--- src/rtl/uart_tx_core.sv ---
// UART transmitter: serialises one BITS_N-bit word per valid/ready handshake,
// LSB first, with optional odd/even parity, onto an idle-high line.
module uart_tx_core #(
    parameter int CLKS_PER_BIT = 434,
    parameter int BITS_N       = 8,
    parameter int PARITY_TYPE  = 0
) (
    input  logic              clk,
    input  logic              rst,
    input  logic [BITS_N-1:0] data_tx,
    input  logic              valid,
    output logic              ready,
    output logic              uart_out,
    output logic              baud_trigger
);

    localparam int CNT_W = (CLKS_PER_BIT > 2) ? $clog2(CLKS_PER_BIT) : 1;
    localparam int BIT_W = $clog2(BITS_N + 1);
    localparam logic [CNT_W-1:0] CNT_LAST = CNT_W'(CLKS_PER_BIT - 1);
    localparam logic [BIT_W-1:0] BIT_LAST = BIT_W'(BITS_N - 1);
    localparam bit PARITY_EN = (PARITY_TYPE == 1) || (PARITY_TYPE == 2);
    localparam bit PARITY_ODD = (PARITY_TYPE == 1);

    typedef enum logic [2:0] {
        IDLE,
        START,
        DATA,
        PARITY,
        STOP
    } state_t;

    state_t            state, state_n;
    logic [CNT_W-1:0]  baud_cnt, baud_cnt_n;
    logic [BIT_W-1:0]  bit_cnt, bit_cnt_n;
    logic [BITS_N-1:0] shift_reg, shift_reg_n;
    logic              parity_bit, parity_bit_n;
    logic              ready_n, uart_out_n, baud_trigger_n;
    logic              bit_end;

    always_ff @(posedge clk) begin
        if (!rst) begin
            state        <= IDLE;
            baud_cnt     <= '0;
            bit_cnt      <= '0;
            shift_reg    <= '0;
            parity_bit   <= 1'b0;
            ready        <= 1'b1;
            uart_out     <= 1'b1;
            baud_trigger <= 1'b0;
        end else begin
            state        <= state_n;
            baud_cnt     <= baud_cnt_n;
            bit_cnt      <= bit_cnt_n;
            shift_reg    <= shift_reg_n;
            parity_bit   <= parity_bit_n;
            ready        <= ready_n;
            uart_out     <= uart_out_n;
            baud_trigger <= baud_trigger_n;
        end
    end

    // Outputs are decoded from the next state so they come straight out of flops.
    always_comb begin
        state_n      = state;
        baud_cnt_n   = baud_cnt;
        bit_cnt_n    = bit_cnt;
        shift_reg_n  = shift_reg;
        parity_bit_n = parity_bit;
        bit_end      = (state != IDLE) && (baud_cnt == CNT_LAST);

        if (state != IDLE) begin
            baud_cnt_n = bit_end ? '0 : baud_cnt + 1'b1;
        end

        case (state)
            IDLE: begin
                if (valid) begin
                    shift_reg_n  = data_tx;
                    parity_bit_n = PARITY_ODD ? ~(^data_tx) : ^data_tx;
                    bit_cnt_n    = '0;
                    baud_cnt_n   = '0;
                    state_n      = START;
                end
            end
            START: begin
                if (bit_end) state_n = DATA;
            end
            DATA: begin
                if (bit_end) begin
                    if (bit_cnt == BIT_LAST) begin
                        state_n = PARITY_EN ? PARITY : STOP;
                    end else begin
                        shift_reg_n = shift_reg >> 1;
                        bit_cnt_n   = bit_cnt + 1'b1;
                    end
                end
            end
            PARITY: begin
                if (bit_end) state_n = STOP;
            end
            STOP: begin
                if (bit_end) state_n = IDLE;
            end
            default: state_n = IDLE;
        endcase

        ready_n        = (state_n == IDLE);
        baud_trigger_n = (state_n != IDLE) && (baud_cnt_n == CNT_LAST);
        case (state_n)
            START:   uart_out_n = 1'b0;
            DATA:    uart_out_n = shift_reg_n[0];
            PARITY:  uart_out_n = parity_bit_n;
            default: uart_out_n = 1'b1;
        endcase
    end

endmodule

--- config.mk ---
export PLATFORM = sky130hd
export DESIGN_NAME = uart_tx_core
export DESIGN_NICKNAME = d
export VERILOG_FILES = /design/src/rtl/uart_tx_core.sv
export SDC_FILE = /design/constraint.sdc
export NUM_CORES = 1
export LEC_CHECK = 0
export CORE_MARGIN = 4
export CORE_UTILIZATION = 30
export CTS_BUF_LIST = sky130_fd_sc_hd__clkbuf_8
export DETAILED_ROUTE_END_ITERATION = 6
export PLACE_DENSITY = 0.45
export SETUP_SLACK_MARGIN = 0.2
export SYNTH_ARGS = -nofsm -noshare
export SYNTH_HDL_FRONTEND = slang
export SYNTH_SLANG_ARGS = --single-unit
--- constraint.sdc ---
create_clock -name clk -period 2.53 [get_ports clk]
set_input_delay 0.506 -clock clk [delete_from_list [all_inputs] [get_ports clk]]
set_output_delay 0.506 -clock clk [all_outputs]
set_load 0.02 [all_outputs]
==> impl_metrics.yaml <==
synth:
  yosysTopAreaCell: "dfxtp_1"
  synthArstFlopShare_pct: 0
  dominantRegCellSynth: "dfxtp_1"
  yosys-top-cells-area: "dfxtp_1 37%, xnor2_1 8.1%, nor2_1 4.5%"
  ys_seq_area_share_pct: 37.06
  postSynthAreaPerCell_um2: 8.694
  ys_seq_elements: 28
  synth.net_count: 188
  synth_edf_count: 0
  synth_cell_types: 45
  yosysTopAreaCellShare_pct: 37.06
  netlist_area_um2: 1513
  yosysWarnings: 0
  synthCells: 174
placement:
  place_hpwl_um: 2611
  io_buffer_count: 13
  gp_congestion: 0.7930
  pre_cts_ws_ns: 0.1820
  placed_area_um2: 1724
power:
  total_power_mw: 0.9465
  power.density_nw_per_um2: 527.2
  ir_drop_mv: 0.2864
  leakagePower_nw: 0.5896
sta:
  slew_headroom_pct: 63.04
  rsz0062_at_grt: "no"
  hold_viol_final: 0
  skew_ns: 0.002996
  fmax_mhz: 475.3
  period_needed_ns: 2.104
  worst_pin_slew_ns: 0.5523
  tns_ns: 0
  fin_ws_ns: 0.4260
  setup_viol: 0
  fin_crit_sh_pct: 83.16
  final_max_slew_viol_count: 0
route:
  drt_wl_total_um: 3372
  wl_per_cell_um: 13.28
  post-route-drc-count: 0
  drt-initial-drc-count: 80
  ant_nets: 0
  drtPass1Iterations: 4
  via_per_inst: 4.862
  num_vias: 1235
setup_path:
  crit_path_cell_trace: "o31ai_2 > or4_1 > a221oi_2 > nand3_1 > nor4bb_1"
  worst_path_max_delay_cell: "dfxtp_1"
  cp_num_buf_inv: 0
  slowest_delay_ns: 0.63
  crit_required_ns: 2.71
  critPathKind: "reg2reg"
  path_delay_family: "simple AND/OR/NAND/NOR gates"
  reg2regPathDepth: 5
  critPathLaunchType: "flop"
  critPathMaxFanout: 15
  cp.arrival_ns: 2.29
  path_depth: 5
  critPathCaptureType: "flop"
floorplanning:
  die_x_um: 79.01
  io_pins: 14
  dieHeight_um: 79.01
  start_util_pct: 31.40
  rows: 25
  dieArea_um2: 6243
  coreArea_um2: 4817
final_layout:
  multiInputGateArea_um2: 904.6
  syn2layout_area_growth_pct: 18.69
  antenna-diode-count: 0
  final_area_um2: 1795
  finish.utilization_pct: 37.27
  mostFrequentLayoutCell: "dfxtp_1"
  layout.cells.most_common_list: "28 x dfxtp_1, 18 x nor2_1, 15 x nand2_1"
  fin_nets: 202
  drive_gt1_share_pct: 8.021
  largest_register_ffs: 9
  fillers: 511
  seqCellArea_um2: 560.5
clock_network:
  cts.sinks: 28
  cts_made_buffers: 3
  cts-htree-levels: 1
  clock_latency_ns: 0.27
  clk_pin_slew_ns: 0.09
  cts_setup_buffers: 0
  cts_tree: "done"
  cts_max_path_buffers: 2
  cts-root-buf: "clkbuf_8"
  postCtsHoldBufs: 0
  cts_resized: 0
worst_hold_path:
  hp-class: "reg2reg"
  holdPathStages: 2
global_routing:
  grt_usage_pct: 11.79
  gr-total-overflow: 0
  grt_first_pass_wirelength_um: 5940
  grt_pass1_vias: 1283
  grt_antenna_before_repair: 0
  grt_max_degree: 17
job:
  cap_viol_max_count: 0
status:
  status: "finished, final reports clean"
worst min-delay path, cell delays in order, from the launching register on:
cell	delay, ns
dfxtp_1	0.32
nand2_1	0.05
a21boi_0	0.06
stage by stage:
stage,std cells,hold WS (ns)
after floorplan,174,0.4406
after global placement,250,0.4567
after detailed placement,250,0.4551
after CTS,254,0.4703
after global routing,254,0.4955
final,254,0.4641
area by class of cell:
cell class / count / share of cell area, %
Clock buffer: 3 / 2.300
Clock inverter: 1 / 1.672
Inverter: 2 / 0.4181
Multi-Input combinational cell: 135 / 50.38
Sequential cell: 28 / 31.22
Tap cell: 67 / 4.669
Timing Repair Buffer: 18 / 9.338
report_power, final:
part / switching, mW / internal, mW
clock: 0.139 / 0.212
sequential: 0.0163 / 0.458
combinational: 0.0589 / 0.0620
per-layer routing:
metal  global-route usage [%]  part of all wire (%)  up-vias
li1                         -                     -      643
met1                    14.67                    48      565
met2                    20.62                    48       25
met3                    2.381                   4.2        2
met4                    3.093                  0.53        0
met5                        0                     0        -
worst paths after layout:
path,from,end,slack [ns]
hold / removal,shift_reg[4],shift_reg[4],0.46
setup reg to reg,state[0],baud_trigger,0.43
hold reg to reg,shift_reg[4],shift_reg[4],0.46
setup / recovery,state[0],baud_trigger,0.43
cells in the mapped netlist (all sizes together) (2+ instances only):
| cell type | instances |
|---|---|
| inv | 2 |
| xor2 | 4 |
| nand3 | 6 |
| nor2 | 18 |
| or3 | 2 |
| mux2i | 2 |
| a21oi | 3 |
| and2 | 2 |
| a22oi | 7 |
| xnor2 | 14 |
| nand4b | 2 |
| o31ai | 2 |
| o21ai | 5 |
| clkbuf | 4 |
| dfxtp | 28 |
| a221oi | 2 |
| nand2 | 15 |
| nand2b | 2 |
| ha | 3 |
| buf | 5 |
| or4 | 3 |
| nor2b | 9 |
| nor3 | 7 |
| a21boi | 8 |
logic make-up after synthesis:
logic type      Yosys count  share of synthesized area (%)
xor+xnor                 18                          10.42
compound gates           35                          17.04
buf+inv                  11                          3.143
fa+ha+maj                 3                          2.482
flops                    28                          37.06
simple gates             76                          27.79
mux                       3                          2.068
(Power assumes the default switching activity.)
